===== src/rtl/instr_mem_loader_pkg.sv =====
// Shared types and constants for the instruction memory loader.
// Holds the FSM state encoding and the byte/word geometry.
package loader_pkg;

    typedef enum logic [2:0] {
        IDLE,
        LOAD,
        FLUSH,
        DONE,
        ERROR
    } loader_state_t;

    localparam int BYTES_PER_WORD = 4;
    localparam int BYTE_IDX_W     = $clog2(BYTES_PER_WORD);
    localparam int WORD_W         = 8 * BYTES_PER_WORD;

    // Word counter sticks at its maximum instead of wrapping.
    function automatic logic [15:0] sat_inc16(input logic [15:0] value);
        return (value == 16'hFFFF) ? value : value + 16'd1;
    endfunction

endpackage


===== src/rtl/instr_mem_loader_if.sv =====
// Byte-stream input, instr_mem write port and status outputs of the loader.
// The loader uses the slave modport; the image source / memory side uses master.
interface instr_mem_loader_if #(
    parameter int ADDR_WIDTH = 32,
    parameter int DATA_WIDTH = 32
);
    logic                  start;
    logic                  byte_valid;
    logic [7:0]            byte_data;
    logic                  byte_last;
    logic                  byte_ready;
    logic                  wr_en;
    logic [ADDR_WIDTH-1:0] wr_addr;
    logic [DATA_WIDTH-1:0] wr_data;
    logic                  cpu_hold;
    logic                  done;
    logic                  error;
    logic [15:0]           word_count;

    modport master (
        output start, byte_valid, byte_data, byte_last,
        input  byte_ready, wr_en, wr_addr, wr_data, cpu_hold, done, error, word_count
    );

    modport slave (
        input  start, byte_valid, byte_data, byte_last,
        output byte_ready, wr_en, wr_addr, wr_data, cpu_hold, done, error, word_count
    );
endinterface


===== src/rtl/instr_mem_loader_word_assembler.sv =====
// Packs incoming bytes into a little-endian word: byte k lands in bits [8k+7:8k].
// o_next_word is the word as it looks with the current byte inserted.
module word_assembler
    import loader_pkg::*;
(
    input  logic                  clk,
    input  logic                  rst,
    input  logic                  i_clear,
    input  logic                  i_push,
    input  logic [7:0]            i_byte,
    output logic [BYTE_IDX_W-1:0] o_byte_idx,
    output logic                  o_word_full,
    output logic [WORD_W-1:0]     o_next_word
);

    logic [BYTE_IDX_W-1:0] r_byte_idx;
    logic [WORD_W-1:0]     r_word;
    logic [WORD_W-1:0]     w_next_word;

    // A new word starts from zero, so a short final word comes out zero-padded.
    // NOTE: every variable in always_comb gets a default first so no latch is inferred.
    always_comb begin
        w_next_word = (r_byte_idx == '0) ? '0 : r_word;
        w_next_word[{r_byte_idx, 3'b000} +: 8] = i_byte;
    end

    always_ff @(posedge clk) begin
        if (rst || i_clear) begin
            r_byte_idx <= '0;
            r_word     <= '0;
        end else if (i_push) begin
            r_word     <= w_next_word;
            r_byte_idx <= r_byte_idx + 1'b1;
        end
    end

    assign o_byte_idx  = r_byte_idx;
    assign o_word_full = i_push && (r_byte_idx == BYTE_IDX_W'(BYTES_PER_WORD - 1));
    assign o_next_word = w_next_word;

endmodule


===== src/rtl/instr_mem_loader.sv =====
// Streams a program image in as bytes and writes it word by word into instr_mem,
// holding the CPU until the whole image has been written cleanly.
module instr_mem_loader
    import loader_pkg::*;
#(
    parameter int                    ADDR_WIDTH = 32,
    parameter int                    DATA_WIDTH = 32,
    parameter logic [ADDR_WIDTH-1:0] BASE_ADDR  = '0,
    parameter int                    MAX_WORDS  = 256
) (
    input logic               clk,
    input logic               rst,
    instr_mem_loader_if.slave bus
);

    loader_state_t         r_state;
    loader_state_t         w_next_state;

    logic                  w_xfer;
    logic                  w_start_load;
    logic                  w_word_end;
    logic                  w_overflow;
    logic                  w_do_write;

    logic [BYTE_IDX_W-1:0] w_byte_idx;
    logic                  w_word_full;
    logic [WORD_W-1:0]     w_next_word;

    logic [31:0]           r_word_idx;
    logic [15:0]           r_word_count;
    logic                  r_partial;
    logic                  r_wr_en;
    logic [ADDR_WIDTH-1:0] r_wr_addr;
    logic [DATA_WIDTH-1:0] r_wr_data;

    word_assembler u_word_assembler (
        .clk         (clk),
        .rst         (rst),
        .i_clear     (w_start_load),
        .i_push      (w_xfer),
        .i_byte      (bus.byte_data),
        .o_byte_idx  (w_byte_idx),
        .o_word_full (w_word_full),
        .o_next_word (w_next_word)
    );

    // A word ends on its 4th byte or on any byte flagged last; ending one at capacity overflows.
    always_comb begin
        w_xfer       = bus.byte_valid && (r_state == LOAD);
        w_start_load = bus.start && (r_state inside {IDLE, DONE, ERROR});
        w_word_end   = w_word_full || (w_xfer && bus.byte_last);
        w_overflow   = w_word_end && (r_word_idx == 32'(MAX_WORDS));
        w_do_write   = w_word_end && !w_overflow;
    end

    always_comb begin
        w_next_state = r_state;
        case (r_state)
            IDLE, DONE, ERROR: begin
                if (w_start_load) w_next_state = LOAD;
            end
            LOAD: begin
                if (w_overflow)                      w_next_state = ERROR;
                else if (w_do_write && bus.byte_last) w_next_state = FLUSH;
            end
            FLUSH:   w_next_state = r_partial ? ERROR : DONE;
            default: w_next_state = IDLE;
        endcase
    end

    // NOTE: sequential state uses <= so every register samples values from before the edge.
    always_ff @(posedge clk) begin
        if (rst) r_state <= IDLE;
        else     r_state <= w_next_state;
    end

    always_ff @(posedge clk) begin
        if (rst) begin
            r_word_idx   <= '0;
            r_word_count <= '0;
            r_partial    <= 1'b0;
            r_wr_en      <= 1'b0;
            r_wr_addr    <= BASE_ADDR;
            r_wr_data    <= '0;
        end else begin
            r_wr_en <= w_do_write;
            if (w_start_load) begin
                r_word_idx   <= '0;
                r_word_count <= '0;
            end else if (w_do_write) begin
                r_wr_addr    <= BASE_ADDR + ADDR_WIDTH'(r_word_idx * 32'(BYTES_PER_WORD));
                r_wr_data    <= DATA_WIDTH'(w_next_word);
                r_word_idx   <= r_word_idx + 32'd1;
                r_word_count <= sat_inc16(r_word_count);
            end
            if (w_xfer && bus.byte_last) begin
                r_partial <= (w_byte_idx != BYTE_IDX_W'(BYTES_PER_WORD - 1));
            end
        end
    end

    assign bus.byte_ready = (r_state == LOAD);
    assign bus.wr_en      = r_wr_en;
    assign bus.wr_addr    = r_wr_addr;
    assign bus.wr_data    = r_wr_data;
    assign bus.cpu_hold   = (r_state != DONE);
    assign bus.done       = (r_state == DONE);
    assign bus.error      = (r_state == ERROR);
    assign bus.word_count = r_word_count;

endmodule


===== src/flat_wrapper.sv =====
// flat-port wrapper written by rule: the top's interface ports become plain ports
module instr_mem_loader_flat import loader_pkg::*;
#(
    parameter int                    ADDR_WIDTH = 32,
    parameter int                    DATA_WIDTH = 32,
    parameter logic [ADDR_WIDTH-1:0] BASE_ADDR  = '0,
    parameter int                    MAX_WORDS  = 256
)
  (clk, rst, bus_start, bus_byte_valid, bus_byte_data, bus_byte_last, bus_byte_ready, bus_wr_en, bus_wr_addr, bus_wr_data, bus_cpu_hold, bus_done, bus_error, bus_word_count);
  instr_mem_loader_if #(.ADDR_WIDTH(ADDR_WIDTH), .DATA_WIDTH(DATA_WIDTH)) bus_i ();
  input logic clk;
  input logic rst;
  input wire logic [$bits(bus_i.start)-1:0] bus_start;
  input wire logic [$bits(bus_i.byte_valid)-1:0] bus_byte_valid;
  input wire logic [$bits(bus_i.byte_data)-1:0] bus_byte_data;
  input wire logic [$bits(bus_i.byte_last)-1:0] bus_byte_last;
  output wire logic [$bits(bus_i.byte_ready)-1:0] bus_byte_ready;
  output wire logic [$bits(bus_i.wr_en)-1:0] bus_wr_en;
  output wire logic [$bits(bus_i.wr_addr)-1:0] bus_wr_addr;
  output wire logic [$bits(bus_i.wr_data)-1:0] bus_wr_data;
  output wire logic [$bits(bus_i.cpu_hold)-1:0] bus_cpu_hold;
  output wire logic [$bits(bus_i.done)-1:0] bus_done;
  output wire logic [$bits(bus_i.error)-1:0] bus_error;
  output wire logic [$bits(bus_i.word_count)-1:0] bus_word_count;
  assign bus_i.start = bus_start;
  assign bus_i.byte_valid = bus_byte_valid;
  assign bus_i.byte_data = bus_byte_data;
  assign bus_i.byte_last = bus_byte_last;
  assign bus_byte_ready = bus_i.byte_ready;
  assign bus_wr_en = bus_i.wr_en;
  assign bus_wr_addr = bus_i.wr_addr;
  assign bus_wr_data = bus_i.wr_data;
  assign bus_cpu_hold = bus_i.cpu_hold;
  assign bus_done = bus_i.done;
  assign bus_error = bus_i.error;
  assign bus_word_count = bus_i.word_count;
  instr_mem_loader #(.ADDR_WIDTH(ADDR_WIDTH), .DATA_WIDTH(DATA_WIDTH), .BASE_ADDR(BASE_ADDR), .MAX_WORDS(MAX_WORDS)) u_core (.clk(clk), .rst(rst), .bus(bus_i));
endmodule

===== config.mk =====
export PLATFORM = sky130hd
export DESIGN_NAME = instr_mem_loader_flat
export DESIGN_NICKNAME = d
export VERILOG_FILES = /design/src/rtl/instr_mem_loader_pkg.sv /design/src/rtl/instr_mem_loader_if.sv /design/src/rtl/instr_mem_loader_word_assembler.sv /design/src/rtl/instr_mem_loader.sv /design/src/flat_wrapper.sv
export SDC_FILE = /design/constraint.sdc
export NUM_CORES = 1
export LEC_CHECK = 0
export ABC_AREA = 1
export BUFFER_PORTS_ARGS = -buffer_cell sky130_fd_sc_hd__buf_2
export CAP_MARGIN = 20
export CORE_MARGIN = 2
export CORE_UTILIZATION = 57
export CTS_CLUSTER_SIZE = 40
export DETAILED_ROUTE_END_ITERATION = 8
export GPL_TIMING_DRIVEN = 0
export PLACE_DENSITY = 0.79
export SYNTH_ARGS = -nofsm -noshare
export SYNTH_HDL_FRONTEND = slang
export SYNTH_SLANG_ARGS = --single-unit

===== constraint.sdc =====
create_clock -name clk -period 2.3 [get_ports clk]
set_input_delay 0.69 -clock clk [delete_from_list [all_inputs] [get_ports clk]]
set_output_delay 0.69 -clock clk [all_outputs]
set_load 0.01 [all_outputs]

==> impl_metrics.yaml <==
outcome:
  run_status: "finished clean"
detailed_routing:
  detail_route.wl_per_cell_um: 15.8
  drt-total-wl_mm: 19.7
  per_cell_via_count_in_the_routed_design: 5.69
  drt_pass1_iterations: 6
  route.antenna.remaining_nets: 0
  drt_first_iter_violations: 774
  drt_drc_violations_left: 0
  vias: 7115
global_routing:
  number_of_antenna_violations_at_the_first_check_in_global_routing: 0
  first_global_vias: 6462
  grt.met2_usage_pct: 48.8
  grt_busiest_layer: "met2"
  use_met3_pct: 8.26
  groute.usage.overall_pct: 31.2
  grt_overflow_total: 0
  grt_start_max_net_pins: 17
  gr-usage-met1_pct: 40.9
  global_route_wire_length_before_repair_mm: 32.0
cells_and_area:
  area.growth.synth_to_final_pct: 18.9
  nets: 1112
  fraction_of_final_layout_cells_sized_beyond_drive_strength_1_pct: 15.2
  final.fill_count: 1029
  n_antenna_cell: 0
worst_setup_path:
  worst_path_dominant_cell_family: "simple AND/OR/NAND/NOR gates"
  worst_path_largest_cell_delay_ps: 460
  crit_arrival_ps: 2480
  worst-r2r-cell-count: 10
  timing.rr.end: "u_core.bus.wr_addr[26]"
  path_cells: "inv_1 > ha_1 > nand2_1 > nor2_1 > nand2_1 > nor2_4 > nor2_4 > clkbuf_1 > o21ai_0 > nor2_1"
  critical_path.max_fanout: 10
  critical_path.startpoint_type: "flip-flop"
  setup.worst_path.class: "flip-flop to flip-flop"
  type_of_destination_of_the_critical_path: "flip-flop"
  critPathBufInv: 2
  reg2reg_setup_slack_ps: 180
  crit_slowest_cell: "sky130_fd_sc_hd__dfxtp_1"
  worst_r2r_startpoint: "u_core.r_word_idx[0]"
  critical_path_required_ps: 2650
clocking:
  clk_transition_reported_paths_ps: 60
  postCtsHoldBufs: 0
  clock-root-buffer: "sky130_fd_sc_hd__clkbuf_16"
  cts_buffers: 17
  post-cts-setup-buffer-count: 0
  cts.repair.resized: 0
  ctsLongestPathBuffers: 2
  cts_tree: "yes"
  clock_tree.htree_level_count: 4
  cts.sink_count: 149
  clkLatencyLatePin_ps: 430
floorplan:
  start_util_pct: 58.1
  fp.dieW_um: 114
  core.rowCount: 40
  core-area_mm2: 0.0120
  die_area_mm2: 0.0131
  chipHeight_um: 114
  boundaryPins: 98
placement:
  port_buffers: 95
  gp_routability_congestion: 0.966
  place.detailed.hpwl_mm: 13.8
synth:
  ys_async_sr_fraction_pct: 0
  yosysTopAreaCellShare_pct: 42.9
  yosys.area.top_type: "sky130_fd_sc_hd__dfxtp_1"
  synthTopCellsByArea: "sky130_fd_sc_hd__dfxtp_1, sky130_fd_sc_hd__nand2_1, sky130_fd_sc_hd__nor2_1"
  postSynth.topFlopCell: "sky130_fd_sc_hd__dfxtp_1"
  syn-instance-count: 976
  synth.yosys.seq_area_share_pct: 42.9
  yosys_warnings: 0
  synth.most_common_cell: "sky130_fd_sc_hd__nand2_1"
  netlist_area_mm2: 0.00695
  ys_top_cells_by_count: "sky130_fd_sc_hd__nand2_1, sky130_fd_sc_hd__dfxtp_1, sky130_fd_sc_hd__nor2_1"
  syn_avg_cell_area_um2: 7.12
  post_synth_num_cell_types: 35
  post_synthesis_register_bit_count: 149
  synth-edff-count: 0
worst_hold_path:
  min_path_type: "flip-flop to flip-flop"
  worst_hold_path.num_cells: 2
  holdPathEnd: "u_core.u_word_assembler.r_word[23]"
  hold_path_startpoint: "u_core.u_word_assembler.r_word[23]"
sta:
  final-setup-viol-count: 0
  period_needed_ps: 2120
  finalSetupTns_ps: 0
  clock-skew-final_ps: 6.00
  finalCritPeriodShare_pct: 92.3
  unrepaired_setup_endpoints_after_global_routing: "no"
  hold_viol: 0
  timing_worst_slew_pin_value_ps: 550
  slew_viol_final: 0
  max_clock_freq_mhz: 471
  slew-limit-headroom_pct: 63.3
power_and_ir_drop:
  p_leak_nw: 3.47
  ir_worst_vdd_mv: 0.574
  power_per_cell_area_mw_per_mm2: 929
  power_total_mw: 7.68
flow_run:
  timing.max_cap.violations: 0
==> worst max path at each step <==
stage / start / end / slack (ps) / cells past startpoint
detailed placement: u_core.r_word_idx[0] / u_core.bus.wr_addr[26] / 220 / 10
CTS: u_core.r_word_idx[0] / u_core.bus.wr_addr[26] / 180 / 10
global placement: u_core.r_word_idx[0] / u_core.r_word_idx[11] / 250 / 10
global route: u_core.r_word_idx[0] / u_core.r_word_idx[26] / 20 / 9
finish: u_core.r_word_idx[0] / u_core.bus.wr_addr[26] / 180 / 10
floorplan: bus_byte_valid / u_core.r_word_idx[14] / 620 / 9
==> cell type report <==
cell class / count / area, um^2 / share of cell area [%]
multi-input cells: 704 / 3410 / 41.3
flip-flops and latches: 149 / 2980 / 36.1
clock inverters: 8 / 171 / 2.08
clock buffers: 23 / 478 / 5.79
plain buffers: 53 / 290 / 3.51
well taps: 147 / 184 / 2.23
inverters: 71 / 267 / 3.23
repair buffers: 95 / 475 / 5.76
==> kinds of logic after synthesis <==
kind of cell / share of synthesized area (%)
buffers and inverters: 8.01
xor gates and xnor gates: 3.28
and+or+nand+nor: 24.7
adders and majority gates: 1.44
AOI/OAI and AO/OA: 19.6
DFF: 42.9
other: 0.0540
==> worst register-to-register path, cell delays in order, from the launching register on <==
cell and delay [ps]:
sky130_fd_sc_hd__dfxtp_1 460, sky130_fd_sc_hd__inv_1 140, sky130_fd_sc_hd__ha_1 240, sky130_fd_sc_hd__nand2_1 70, sky130_fd_sc_hd__nor2_1 40, sky130_fd_sc_hd__nand2_1 140
sky130_fd_sc_hd__nor2_4 70, sky130_fd_sc_hd__nor2_4 120, sky130_fd_sc_hd__clkbuf_1 450, sky130_fd_sc_hd__o21ai_0 150, sky130_fd_sc_hd__nor2_1 160
==> cells in the final DEF (no fill, tap or decap), types with 19 or more instances in the layout <==
cell type	count
sky130_fd_sc_hd__buf_2	111
sky130_fd_sc_hd__a21oi_1	105
sky130_fd_sc_hd__clkbuf_1	28
sky130_fd_sc_hd__xor2_1	19
sky130_fd_sc_hd__nand3_1	34
sky130_fd_sc_hd__nor2_1	144
sky130_fd_sc_hd__o21ai_0	108
sky130_fd_sc_hd__dfxtp_1	149
sky130_fd_sc_hd__inv_1	63
sky130_fd_sc_hd__nand2_1	197
==> per-stage QoR <==
step	util (%)	instance area, um^2	instances	setup slack [ps]	hold slack (ps)
2_1_floorplan	-	6950	977	619	436
3_3_place_gp	63.6	7610	1219	251	447
3_5_place_dp	63.6	7610	1219	222	454
4_1_cts	69.1	8260	1250	183	465
5_1_grt	69.1	8260	1250	15.7	490
6_report	69.1	8260	1250	177	467
==> report_power, final <==
part,internal [mW],switching (mW)
Sequential,2.86,0.143
Clock,2.01,1.08
Combinational,0.505,1.09
==> metal layers <==
layer,up-vias,wire length (um),part of all wire (%)
met5,-,0,0
met1,3269,8600,44
met3,54,1750,8.9
met4,0,554,2.8
li1,3455,-,-
met2,337,8820,45
==> registers in the layout, summed over array words and instances (netlist names) <==
register	cells
u_core.r_partial	1
u_core.bus.wr_en	1
u_core.u_word_assembler.r_word	32
u_core.bus.word_count	16
u_core.bus.wr_data	32
u_core.r_state	3
u_core.r_word_idx	32
u_core.u_word_assembler.o_byte_idx	2
u_core.bus.wr_addr	30
No activity file was read; power rests on OpenSTA's default activity.
